===== config.mk =====
export PLATFORM = sky130hd
export DESIGN_NAME = vga_timing_rx_flat
export DESIGN_NICKNAME = d
export VERILOG_FILES = /design/src/rtl/vga_timing_rx_if.sv /design/src/rtl/vga_timing_rx.sv /design/src/flat_wrapper.sv
export SDC_FILE = /design/constraint.sdc
export NUM_CORES = 1
export LEC_CHECK = 0
export BUFFER_PORTS_ARGS = -buffer_cell sky130_fd_sc_hd__buf_2
export CAP_MARGIN = 10
export CORE_MARGIN = 3
export CORE_UTILIZATION = 50
export DETAILED_ROUTE_END_ITERATION = 10
export MAX_ROUTING_LAYER = met4
export PLACE_DENSITY = 0.66
export SYNTH_ARGS = -nofsm -noshare
export SYNTH_HDL_FRONTEND = slang
export SYNTH_SLANG_ARGS = --single-unit

===== constraint.sdc =====
create_clock -name ckVideo -period 6.2 [get_ports ckVideo]
set_input_delay 0.31 -clock ckVideo [delete_from_list [all_inputs] [get_ports ckVideo]]
set_output_delay 0.31 -clock ckVideo [all_outputs]
set_load 0.01 [all_outputs]

===== src/rtl/vga_timing_rx_if.sv =====
// Sync inputs and recovered-timing outputs of the VGA timing receiver.
// The video source (or bench) is the master; the receiver is the slave.
interface vga_timing_rx_if;
   logic        HS;
   logic        VS;
   logic [9:0]  rxHor;
   logic [9:0]  rxVer;
   logic        rxActive;
   logic        locked;
   logic        errPulse;
   logic [10:0] lastLinePeriod;
   logic [9:0]  lastFrameLines;

   modport master (
      output HS, VS,
      input  rxHor, rxVer, rxActive, locked, errPulse, lastLinePeriod, lastFrameLines
   );

   modport slave (
      input  HS, VS,
      output rxHor, rxVer, rxActive, locked, errPulse, lastLinePeriod, lastFrameLines
   );
endinterface


===== src/rtl/vga_timing_rx.sv =====
// Rebuilds pixel coordinates from HS/VS edges, measures line/pulse/frame timing
// against the configured mode and reports lock and timing violations.
module vga_timing_rx #(
   parameter int HOR_SIZE = 800,
   parameter int HOR_AL   = 640,
   parameter int HOR_FP   = 16,
   parameter int HOR_PW   = 96,
   parameter int VER_SIZE = 521,
   parameter int VER_AF   = 480,
   parameter int VER_FP   = 10,
   parameter int VER_PW   = 2,
   parameter int TIMEOUT  = 1600
) (
   input  logic           ckVideo,
   input  logic           reset,
   vga_timing_rx_if.slave bus
);

   if (HOR_AL + HOR_FP + HOR_PW > HOR_SIZE || VER_AF + VER_FP + VER_PW > VER_SIZE) begin : g_bad_cfg
      $error("vga_timing_rx: sync pulse does not fit inside the line/frame");
   end

   localparam logic [9:0]  HOR_SYNC = 10'(HOR_AL + HOR_FP);
   localparam logic [9:0]  HOR_LAST = 10'(HOR_SIZE - 1);
   localparam logic [9:0]  HOR_ACT  = 10'(HOR_AL);
   localparam logic [9:0]  VER_SYNC = 10'(VER_AF + VER_FP);
   localparam logic [9:0]  VER_LAST = 10'(VER_SIZE - 1);
   localparam logic [9:0]  VER_ACT  = 10'(VER_AF);
   localparam logic [10:0] LINE_LEN = 11'(HOR_SIZE);
   localparam logic [10:0] PW_LEN   = 11'(HOR_PW);
   localparam logic [9:0]  FRM_LEN  = 10'(VER_SIZE);
   localparam logic [10:0] TMO      = 11'(TIMEOUT);

   typedef enum logic [1:0] {SEARCH, MEASURE, LOCKED} state_t;

   logic        r_sHS, r_sHS_d, r_sVS, r_sVS_d;
   logic [9:0]  r_hor, r_ver;
   logic        r_vsPend, r_hsSeen, r_frmBad;
   logic [10:0] r_lineCnt, r_pwCnt, r_lastLine;
   logic [9:0]  r_frmCnt, r_lastFrm;
   logic        r_locked, r_err;
   state_t      r_state, w_next;

   logic w_hsFall, w_vsFall, w_vsTake, w_lineChk, w_lineBad, w_frmOk, w_timeout;
   logic w_lockNxt, w_errNxt;

   assign w_hsFall  = r_sHS_d & ~r_sHS;
   assign w_vsFall  = r_sVS_d & ~r_sVS;
   // A VS fall is consumed by the next HS fall (or the same-cycle one).
   assign w_vsTake  = w_hsFall & (r_vsPend | w_vsFall);
   assign w_lineChk = w_hsFall & r_hsSeen;
   assign w_lineBad = w_lineChk & ((r_lineCnt != LINE_LEN) | (r_pwCnt != PW_LEN));
   assign w_frmOk   = (r_frmCnt == FRM_LEN) & ~r_frmBad & ~w_lineBad;
   assign w_timeout = (r_lineCnt == TMO);

   always_ff @(posedge ckVideo or posedge reset) begin
      if (reset) begin
         r_sHS      <= 1'b1;
         r_sHS_d    <= 1'b1;
         r_sVS      <= 1'b1;
         r_sVS_d    <= 1'b1;
         r_hor      <= '0;
         r_ver      <= '0;
         r_vsPend   <= 1'b0;
         r_hsSeen   <= 1'b0;
         r_frmBad   <= 1'b0;
         r_lineCnt  <= '0;
         r_pwCnt    <= '0;
         r_lastLine <= '0;
         r_frmCnt   <= '0;
         r_lastFrm  <= '0;
      end else begin
         r_sHS   <= bus.HS;
         r_sHS_d <= r_sHS;
         r_sVS   <= bus.VS;
         r_sVS_d <= r_sVS;

         if (w_hsFall)               r_hor <= HOR_SYNC;
         else if (r_hor >= HOR_LAST) r_hor <= '0;
         else                        r_hor <= r_hor + 10'd1;

         if (w_vsTake)               r_ver <= VER_SYNC;
         else if (w_hsFall)          r_ver <= (r_ver >= VER_LAST) ? '0 : r_ver + 10'd1;

         if (w_vsTake)               r_vsPend <= 1'b0;
         else if (w_vsFall)          r_vsPend <= 1'b1;

         if (w_hsFall)               r_lineCnt <= 11'd1;
         else if (r_lineCnt != '1)   r_lineCnt <= r_lineCnt + 11'd1;
         if (w_lineChk)              r_lastLine <= r_lineCnt;

         if (w_hsFall)                       r_pwCnt <= 11'd1;
         else if (~r_sHS && r_pwCnt != '1)   r_pwCnt <= r_pwCnt + 11'd1;

         // After a timeout the next HS fall has no meaningful period, same as after reset.
         if (w_timeout)              r_hsSeen <= 1'b0;
         else if (w_hsFall)          r_hsSeen <= 1'b1;

         if (w_vsTake)                       r_frmCnt <= 10'd1;
         else if (w_hsFall && r_frmCnt != '1) r_frmCnt <= r_frmCnt + 10'd1;
         if (w_vsTake)               r_lastFrm <= r_frmCnt;

         if (w_vsTake)               r_frmBad <= 1'b0;
         else if (w_lineBad)         r_frmBad <= 1'b1;
      end
   end

   always_ff @(posedge ckVideo or posedge reset) begin
      if (reset) begin
         r_state  <= SEARCH;
         r_locked <= 1'b0;
         r_err    <= 1'b0;
      end else begin
         r_state  <= w_next;
         r_locked <= w_lockNxt;
         r_err    <= w_errNxt;
      end
   end

   always_comb begin
      w_next = r_state;
      case (r_state)
         SEARCH:  if (w_vsTake) w_next = MEASURE;
         MEASURE: if (w_vsTake && w_frmOk) w_next = LOCKED;
         LOCKED:  if (w_lineBad || (w_vsTake && !w_frmOk)) w_next = SEARCH;
         default: w_next = SEARCH;
      endcase
      if (w_timeout) w_next = SEARCH;
   end

   always_comb begin
      w_lockNxt = (w_next == LOCKED);
      w_errNxt  = (r_state == LOCKED) && (w_next != LOCKED);
   end

   assign bus.rxHor          = r_hor;
   assign bus.rxVer          = r_ver;
   assign bus.rxActive       = r_locked && (r_hor < HOR_ACT) && (r_ver < VER_ACT);
   assign bus.locked         = r_locked;
   assign bus.errPulse       = r_err;
   assign bus.lastLinePeriod = r_lastLine;
   assign bus.lastFrameLines = r_lastFrm;

endmodule

===== src/flat_wrapper.sv =====
// flat-port wrapper written by rule: the top's interface ports become plain ports
module vga_timing_rx_flat 
#(
   parameter int HOR_SIZE = 800,
   parameter int HOR_AL   = 640,
   parameter int HOR_FP   = 16,
   parameter int HOR_PW   = 96,
   parameter int VER_SIZE = 521,
   parameter int VER_AF   = 480,
   parameter int VER_FP   = 10,
   parameter int VER_PW   = 2,
   parameter int TIMEOUT  = 1600
)
  (ckVideo, reset, bus_HS, bus_VS, bus_rxHor, bus_rxVer, bus_rxActive, bus_locked, bus_errPulse, bus_lastLinePeriod, bus_lastFrameLines);
  vga_timing_rx_if bus_i ();
  input  logic ckVideo;
  input  logic reset;
  input wire logic [$bits(bus_i.HS)-1:0] bus_HS;
  input wire logic [$bits(bus_i.VS)-1:0] bus_VS;
  output wire logic [$bits(bus_i.rxHor)-1:0] bus_rxHor;
  output wire logic [$bits(bus_i.rxVer)-1:0] bus_rxVer;
  output wire logic [$bits(bus_i.rxActive)-1:0] bus_rxActive;
  output wire logic [$bits(bus_i.locked)-1:0] bus_locked;
  output wire logic [$bits(bus_i.errPulse)-1:0] bus_errPulse;
  output wire logic [$bits(bus_i.lastLinePeriod)-1:0] bus_lastLinePeriod;
  output wire logic [$bits(bus_i.lastFrameLines)-1:0] bus_lastFrameLines;
  assign bus_i.HS = bus_HS;
  assign bus_i.VS = bus_VS;
  assign bus_rxHor = bus_i.rxHor;
  assign bus_rxVer = bus_i.rxVer;
  assign bus_rxActive = bus_i.rxActive;
  assign bus_locked = bus_i.locked;
  assign bus_errPulse = bus_i.errPulse;
  assign bus_lastLinePeriod = bus_i.lastLinePeriod;
  assign bus_lastFrameLines = bus_i.lastFrameLines;
  vga_timing_rx #(.HOR_SIZE(HOR_SIZE), .HOR_AL(HOR_AL), .HOR_FP(HOR_FP), .HOR_PW(HOR_PW), .VER_SIZE(VER_SIZE), .VER_AF(VER_AF), .VER_FP(VER_FP), .VER_PW(VER_PW), .TIMEOUT(TIMEOUT)) u_core (.ckVideo(ckVideo), .reset(reset), .bus(bus_i));
endmodule

Word-level counts from Yosys, hierarchy flattened --
Index checks and enable logic that the tools add are counted.
Word-level totals: bits in registers 84, input bits 4, output and inout port bits 44, word-level logic and storage cells 89
Operators by class: $add $sub $neg 5, magnitude comparators 4, equality and inequality tests 11, multiplexer cells 22, bitwise gates (word level) 13, reductions and logical operators 17
Operator list (count):
- 2-to-1 mux 10 bit | 7
- 2-to-1 mux 11 bit | 4
- adder 10 x 1 -> 10 bit, second input constant | 3
- adder 11 x 1 -> 11 bit, second input constant | 2
- != test 11 bit, second input constant | 2
- >= comparator 10 bit, second input constant | 2
- nonzero test 2 bit | 7
- equality test 11 bit, second input constant | 1
- != test 11 x 10 -> 1 bit, second input constant | 1
- != test 11 x 7 -> 1 bit, second input constant | 1
- equality test 10 bit, second input constant | 1
- less-than comparator 10 bit, second input constant | 1
- less-than comparator 10 x 9 -> 1 bit, second input constant | 1
- != test 10 bit, second input constant | 1
- 2-to-1 mux 2 bit | 4
- bitwise AND 1 bit | 7
- logical AND 1 bit | 7
- 2-to-1 mux 1 bit | 6
- one-hot mux 2 bit (3 select lines) | 1
- equality test 2 bit, second input constant | 2
- inverter 1 bit | 4
- equality test 2 x 1 -> 1 bit, second input constant | 1
- zero test 2 bit | 1
- != test 2 bit, second input constant | 1
- other kinds (3) | 4

Logic depth before layout (Yosys ltp) --
word-level depth 14, mapped depth 6, depth with buffers taken out 6

Worst setup path after synthesis --
Ideal clock, no wire load.
kind register -> register, start register u_core.r_lineCnt[0], end register u_core.r_err, in the netlist u_core.bus.errPulse, library setup time 0.126 ns, data arrival time 1.767 ns, data required time 6.074 ns, path slack 4.308 ns, cell stages (with the launch flop) 7, buffers on the path 0, clock period less this slack 1.892 ns, cells stage by stage dfrtp_1 -> inv_1 -> ha_1 -> or4b_4 -> nor4_4 -> a21oi_2 -> o311a_1
Between the ends: word-level cells in the longest chain between the ends 13, elaborated cells between the ends (all ways) 16, classes of those cells 3 x eq/ne; 4 x mux; 4 x bitwise; 5 x reduce/logical
RTL lines:
- start: declaration | RTL line vga_timing_rx.sv:39 | logic [10:0] r_lineCnt, r_pwCnt, r_lastLine;
- start signal: assignment | RTL line vga_timing_rx.sv:89 | else if (r_lineCnt != '1) r_lineCnt <= r_lineCnt + 11'd1;
- != test 11 x 10 -> 1 bit | RTL line vga_timing_rx.sv:52 | assign w_lineBad = w_lineChk & ((r_lineCnt != LINE_LEN) | (r_pwCnt != PW_LEN));
- bitwise OR 1 bit | RTL line vga_timing_rx.sv:52
- bitwise AND 1 bit | RTL line vga_timing_rx.sv:52
- inverter 1 bit | RTL line vga_timing_rx.sv:53 | assign w_frmOk = (r_frmCnt == FRM_LEN) & ~r_frmBad & ~w_lineBad;
- bitwise AND 1 bit | RTL line vga_timing_rx.sv:53
- zero test 1 bit | RTL line vga_timing_rx.sv:125 | LOCKED: if (w_lineBad || (w_vsTake && !w_frmOk)) w_next = SEARCH;
- logical AND 1 bit | RTL line vga_timing_rx.sv:125
- logical OR 1 bit | RTL line vga_timing_rx.sv:125
- 2-to-1 mux 2 bit | RTL line vga_timing_rx.sv:125
- one-hot mux 2 bit (3 select lines) | RTL line vga_timing_rx.sv:122 | case (r_state)
- 2-to-1 mux 2 bit (*) | RTL line vga_timing_rx.sv:128 | if (w_timeout) w_next = SEARCH;
- != test 2 bit (*) | RTL line vga_timing_rx.sv:133 | w_errNxt = (r_state == LOCKED) && (w_next != LOCKED);
- logical AND 1 bit (*) | RTL line vga_timing_rx.sv:133
- named net u_core.w_errNxt | RTL line vga_timing_rx.sv:45 | logic w_lockNxt, w_errNxt;
- end signal: assignment | RTL line vga_timing_rx.sv:116 | r_err <= w_errNxt;
- end: declaration | RTL line vga_timing_rx.sv:41 | logic r_locked, r_err;
The timed path passes the listed nets; every way through them passes the cells marked *. A chain may end at the register's enable or synchronous reset.

Final worst setup path --
start register u_core.r_sHS_d, end register u_core.r_locked, in the netlist u_core.bus.locked
Between the ends: word-level cells in the longest chain between the ends 12, elaborated cells between the ends (all ways) 16, classes of those cells 1 x eq/ne; 5 x mux; 6 x bitwise; 4 x reduce/logical
RTL lines:
- start: declaration | RTL line vga_timing_rx.sv:36 | logic r_sHS, r_sHS_d, r_sVS, r_sVS_d;
- start signal: assignment | RTL line vga_timing_rx.sv:74 | r_sHS_d <= r_sHS;
- bitwise AND 1 bit (*) | RTL line vga_timing_rx.sv:47 | assign w_hsFall = r_sHS_d & ~r_sHS;
- bitwise AND 1 bit | RTL line vga_timing_rx.sv:51 | assign w_lineChk = w_hsFall & r_hsSeen;
- bitwise AND 1 bit | RTL line vga_timing_rx.sv:52
- inverter 1 bit | RTL line vga_timing_rx.sv:53
- bitwise AND 1 bit | RTL line vga_timing_rx.sv:53
- zero test 1 bit | RTL line vga_timing_rx.sv:125
- logical AND 1 bit | RTL line vga_timing_rx.sv:125
- logical OR 1 bit | RTL line vga_timing_rx.sv:125
- 2-to-1 mux 2 bit | RTL line vga_timing_rx.sv:125
- one-hot mux 2 bit (3 select lines) (*) | RTL line vga_timing_rx.sv:122
- 2-to-1 mux 2 bit (*) | RTL line vga_timing_rx.sv:128
- equality test 2 bit (*) | RTL line vga_timing_rx.sv:132 | w_lockNxt = (w_next == LOCKED);
- named net u_core.w_lockNxt | RTL line vga_timing_rx.sv:45
- end signal: assignment | RTL line vga_timing_rx.sv:115 | r_locked <= w_lockNxt;
- end: declaration | RTL line vga_timing_rx.sv:41
Marked as above.

==> metrics.txt <==
# TYPE chip_impl_metric gauge
chip_impl_info{name="endpoint_kind",value="flip-flop"} 1
chip_impl_metric{name="p_leak",unit="nW"} 2.12
chip_impl_metric{name="post_drt_wl_per_cell",unit="um"} 15.5
chip_impl_metric{name="whs",unit="ns"} 0.0475
chip_impl_metric{name="rows",unit=""} 32
chip_impl_info{name="grt_setup_unrepaired",value="no"} 1
chip_impl_metric{name="syn-mean-instance-area",unit="um^2"} 10.3
chip_impl_metric{name="final.period_utilization",unit=""} 0.432
chip_impl_metric{name="route.vias.total",unit=""} 3236
chip_impl_metric{name="worst-endpoint-arrival",unit="ns"} 2.94
chip_impl_metric{name="gp_routability_congestion",unit=""} 0.854
chip_impl_metric{name="n_fill_cell",unit=""} 711
chip_impl_metric{name="vdd_ir_max",unit="uV"} 145
chip_impl_metric{name="worst_slew_margin_rel",unit=""} 0.314
chip_impl_metric{name="worstSkewPairLatency",unit="ns"} 0.35
chip_impl_metric{name="post-route-min-period",unit="ns"} 2.68
chip_impl_metric{name="antenna_found_initial",unit=""} 0
chip_impl_metric{name="post_synthesis_cell_area",unit="mm^2"} 0.00419
chip_impl_metric{name="hold_violations",unit=""} 0
chip_impl_metric{name="power.net_switching",unit="mW"} 0.394
chip_impl_metric{name="synth-edff-count",unit=""} 0
chip_impl_metric{name="post-cts-setup-buffers",unit=""} 0
chip_impl_metric{name="post_layout_nonfiller_instances",unit=""} 553
chip_impl_metric{name="yosys.area_share.xor_xnor",unit=""} 0.0230
chip_impl_info{name="synth.largest_area_cell",value="sky130_fd_sc_hd__dfrtp_1"} 1
chip_impl_info{name="hold_class",value="in -> reg"} 1
chip_impl_metric{name="cts.htree.levels",unit=""} 3
chip_impl_metric{name="die_x_extent",unit="um"} 97.6
chip_impl_metric{name="postCtsHoldBufs",unit=""} 0
chip_impl_info{name="tritoncts",value="built"} 1
chip_impl_metric{name="power",unit="mW"} 1.26
chip_impl_metric{name="drc",unit=""} 0
chip_impl_metric{name="layout_setup_ws",unit="ns"} 3.52
chip_impl_metric{name="coreArea",unit="mm^2"} 0.00793
chip_impl_metric{name="required",unit="ns"} 6.45
chip_impl_info{name="criticalPathCategory",value="reg -> reg"} 1
chip_impl_metric{name="detailed_place.area",unit="mm^2"} 0.00449
chip_impl_metric{name="area_growth_syn_to_layout",unit="%"} 11.1
chip_impl_metric{name="io_buffers",unit=""} 47
chip_impl_metric{name="placed_cells",unit=""} 537
chip_impl_metric{name="max_cap_viol_count",unit=""} 0
chip_impl_metric{name="sequential_cell_area",unit="mm^2"} 0.00211
chip_impl_metric{name="synth_fa_ha_area_frac",unit=""} 0.0239
chip_impl_metric{name="power-per-cell-area",unit="mW/mm^2"} 271
chip_impl_metric{name="post_route_cells_drive_above_1_share",unit=""} 0.213
chip_impl_metric{name="final_antenna_net_count",unit=""} 0
chip_impl_metric{name="finalSetupViolCount",unit=""} 0
chip_impl_metric{name="global_route.overflow_total",unit=""} 0
chip_impl_metric{name="drt-initial-drc-count",unit=""} 137
chip_impl_info{name="run_status",value="finished, final reports clean"} 1
chip_impl_metric{name="grt_use_total",unit=""} 0.189
chip_impl_metric{name="pre_cts_slack",unit="ns"} 3.55
chip_impl_metric{name="synth-seq-cells",unit=""} 84
chip_impl_metric{name="clkSlewWorstSetupHoldPaths",unit="ns"} 0.08
chip_impl_info{name="main_combinational_cell_family_by_area_after_synthesis",value="simple AND/OR/NAND/NOR gates"} 1
chip_impl_metric{name="firstDrtPassIters",unit=""} 4
chip_impl_metric{name="yosysSeqAreaShare",unit=""} 0.503
chip_impl_info{name="ys_top_cells_by_area",value="sky130_fd_sc_hd__dfrtp_1 (48%), sky130_fd_sc_hd__mux2_2 (4.6%), sky130_fd_sc_hd__o21ai_0 (2.6%)"} 1
chip_impl_metric{name="via_count_of_the_first_global_routing_pass",unit=""} 3006
chip_impl_metric{name="final_tns_setup",unit="ns"} 0
chip_impl_metric{name="tritoncts_num_sinks",unit=""} 84
chip_impl_metric{name="p_clk_frac",unit=""} 0.273
chip_impl_info{name="timing.critical_path.from_type",value="flip-flop"} 1
chip_impl_metric{name="dp.final_hpwl",unit="um"} 5840
chip_impl_metric{name="yosysWarningCount",unit=""} 0
chip_impl_metric{name="netlist_instances",unit=""} 408
chip_impl_metric{name="number_of_buffers_between_clock_root_and_the_deepest_sink",unit=""} 2
chip_impl_metric{name="vias_per_std_cell",unit=""} 5.85
chip_impl_metric{name="synth-async-reset-ratio",unit=""} 1.00
chip_impl_metric{name="cts_made_buffers",unit=""} 9
chip_impl_metric{name="power_report.internal_total",unit="mW"} 0.869
chip_impl_metric{name="grt_pass1_wl",unit="um"} 14400
chip_impl_metric{name="post_synthesis_mux_area_share",unit=""} 0.0624
chip_impl_metric{name="switching_fraction",unit=""} 0.312
chip_impl_metric{name="synth-compound-area-share",unit=""} 0.153
chip_impl_metric{name="fin_util",unit=""} 0.587
chip_impl_metric{name="drv_slew",unit=""} 0
chip_impl_metric{name="cts_resized",unit=""} 0
chip_impl_metric{name="power_frac_comb",unit=""} 0.177
chip_impl_metric{name="final_instance_area",unit="mm^2"} 0.00466
chip_impl_metric{name="skew",unit="ns"} 0.0110
chip_impl_metric{name="multiInputGateArea",unit="mm^2"} 0.00193
chip_impl_metric{name="synth.top_cell.area_share",unit=""} 0.478
chip_impl_metric{name="synth_simple_gate_area_frac",unit=""} 0.197
chip_impl_info{name="cts-root-buf",value="sky130_fd_sc_hd__clkbuf_8"} 1
chip_impl_metric{name="yosysUniqueCellTypes",unit=""} 60
chip_impl_info{name="yosys_most_used_dff",value="sky130_fd_sc_hd__dfrtp_1"} 1
chip_impl_metric{name="synth_nets",unit=""} 420
chip_impl_metric{name="initial_standard_cell_utilization_of_the_core",unit=""} 0.529
chip_impl_metric{name="insertedDiodeCount",unit=""} 0
chip_impl_metric{name="nNetsFinal",unit=""} 458
chip_impl_metric{name="fmaxAchievable",unit="MHz"} 373
chip_impl_metric{name="floorplan.die_area",unit="mm^2"} 0.00952
chip_impl_metric{name="share_seq_of_total_power",unit=""} 0.549
chip_impl_metric{name="routed_wirelength",unit="um"} 8570
chip_impl_metric{name="tightestPinTransition",unit="ns"} 1.03
chip_impl_metric{name="grt_max_degree",unit=""} 85
chip_impl_metric{name="dieHeight",unit="um"} 97.6
chip_impl_metric{name="path_max_fanout",unit=""} 25
chip_impl_metric{name="io-pin-count",unit=""} 48
-- critical path, stage by stage (launching register included) --
cell and delay, ns:
sky130_fd_sc_hd__dfstp_2 0.65, sky130_fd_sc_hd__nor2b_2 0.46, sky130_fd_sc_hd__buf_4 0.35, sky130_fd_sc_hd__o21ai_1 0.11
sky130_fd_sc_hd__buf_4 0.23, sky130_fd_sc_hd__or4_1 0.52, sky130_fd_sc_hd__a211oi_1 0.26
-- final timing paths --
| check | to | cells after the start | slack (ns) | from |
|---|---|---|---|---|
| worst max-delay path | u_core.bus.locked | 6 | 3.52 | u_core.r_sHS_d |
| worst min-delay path | u_core.r_sVS | 1 | 0.05 | bus_VS |
| worst max register to register | u_core.bus.locked | 6 | 3.52 | u_core.r_sHS_d |
| worst min register to register | u_core.r_sVS_d | 0 | 0.37 | u_core.r_sVS |
| max in group asynchronous | u_core.bus.rxVer[7] | 3 | 5.27 | reset |
| min in group asynchronous | u_core.bus.rxHor[1] | 3 | 0.25 | reset |
-- cell families after synthesis --
kind of cell / after synthesis
flops: 84
compound gates: 93
mux: 24
fa+ha+maj: 8
buf+inv: 39
simple gates: 149
xor+xnor: 11
-- synthesized netlist by cell type (7+ instances only) --
library cell and instances:
sky130_fd_sc_hd__a21oi_1 12, sky130_fd_sc_hd__a31oi_1 9, sky130_fd_sc_hd__and3_1 9, sky130_fd_sc_hd__and4_1 8, sky130_fd_sc_hd__clkbuf_1 19, sky130_fd_sc_hd__dfrtp_1 80
sky130_fd_sc_hd__ha_1 8, sky130_fd_sc_hd__inv_1 15, sky130_fd_sc_hd__mux2_2 17, sky130_fd_sc_hd__mux2i_1 7, sky130_fd_sc_hd__nand2_1 29, sky130_fd_sc_hd__nand2b_1 9
sky130_fd_sc_hd__nand3_1 19, sky130_fd_sc_hd__nand4_1 8, sky130_fd_sc_hd__nor2_1 28, sky130_fd_sc_hd__nor3_1 8, sky130_fd_sc_hd__o21ai_0 22, sky130_fd_sc_hd__o31ai_1 7
sky130_fd_sc_hd__xnor2_1 7
-- power by group through the flow --
| stage | Combinational (mW) | Sequential (mW) | Clock, mW |
|---|---|---|---|
| after CTS | 0.228 | 0.694 | 0.357 |
| final | 0.224 | 0.694 | 0.345 |
| after global placement | 0.223 | 0.702 | 0 |
| after floorplan | 0.162 | 0.693 | 0 |
| after detailed placement | 0.227 | 0.704 | 0 |
| after global routing | 0.255 | 0.706 | 0.379 |
-- cell type report --
cell class	count	area share
well taps	102	0.0274
multi-input cells	285	0.414
clock inverters	4	0.00564
clock buffers	12	0.0312
repair buffers	51	0.0570
flip-flops and latches	84	0.452
inverters	15	0.0124
-- per-layer routing --
metal,wire length [um],GRT usage
met5,0,-
met2,4060,0.290
met3,285,0.0294
met4,140,0.0756
met1,4080,0.252
-- cells in the final DEF, fill, tap and decap left out, types with 10 or more instances in the layout --
cell type	synthesis	final
sky130_fd_sc_hd__dfrtp_1	80	80
sky130_fd_sc_hd__o21ai_0	22	21
sky130_fd_sc_hd__nand2_1	29	29
sky130_fd_sc_hd__nand3_1	19	19
sky130_fd_sc_hd__inv_1	15	14
sky130_fd_sc_hd__nor2_1	28	28
sky130_fd_sc_hd__clkbuf_8	0	10
sky130_fd_sc_hd__buf_2	4	47
sky130_fd_sc_hd__mux2_2	17	17
sky130_fd_sc_hd__a21oi_1	12	12
-- state kept, by name, indices dropped and copies added, names as in the netlist, 2 cells and up --
register	count
u_core.r_lineCnt	11
u_core.r_pwCnt	11
u_core.r_state	2
u_core.r_frmCnt	10
u_core.bus.rxHor	10
u_core.bus.rxVer	10
u_core.bus.lastFrameLines	10
u_core.bus.lastLinePeriod	11
Note: power is estimated with default switching activity, not from simulation.
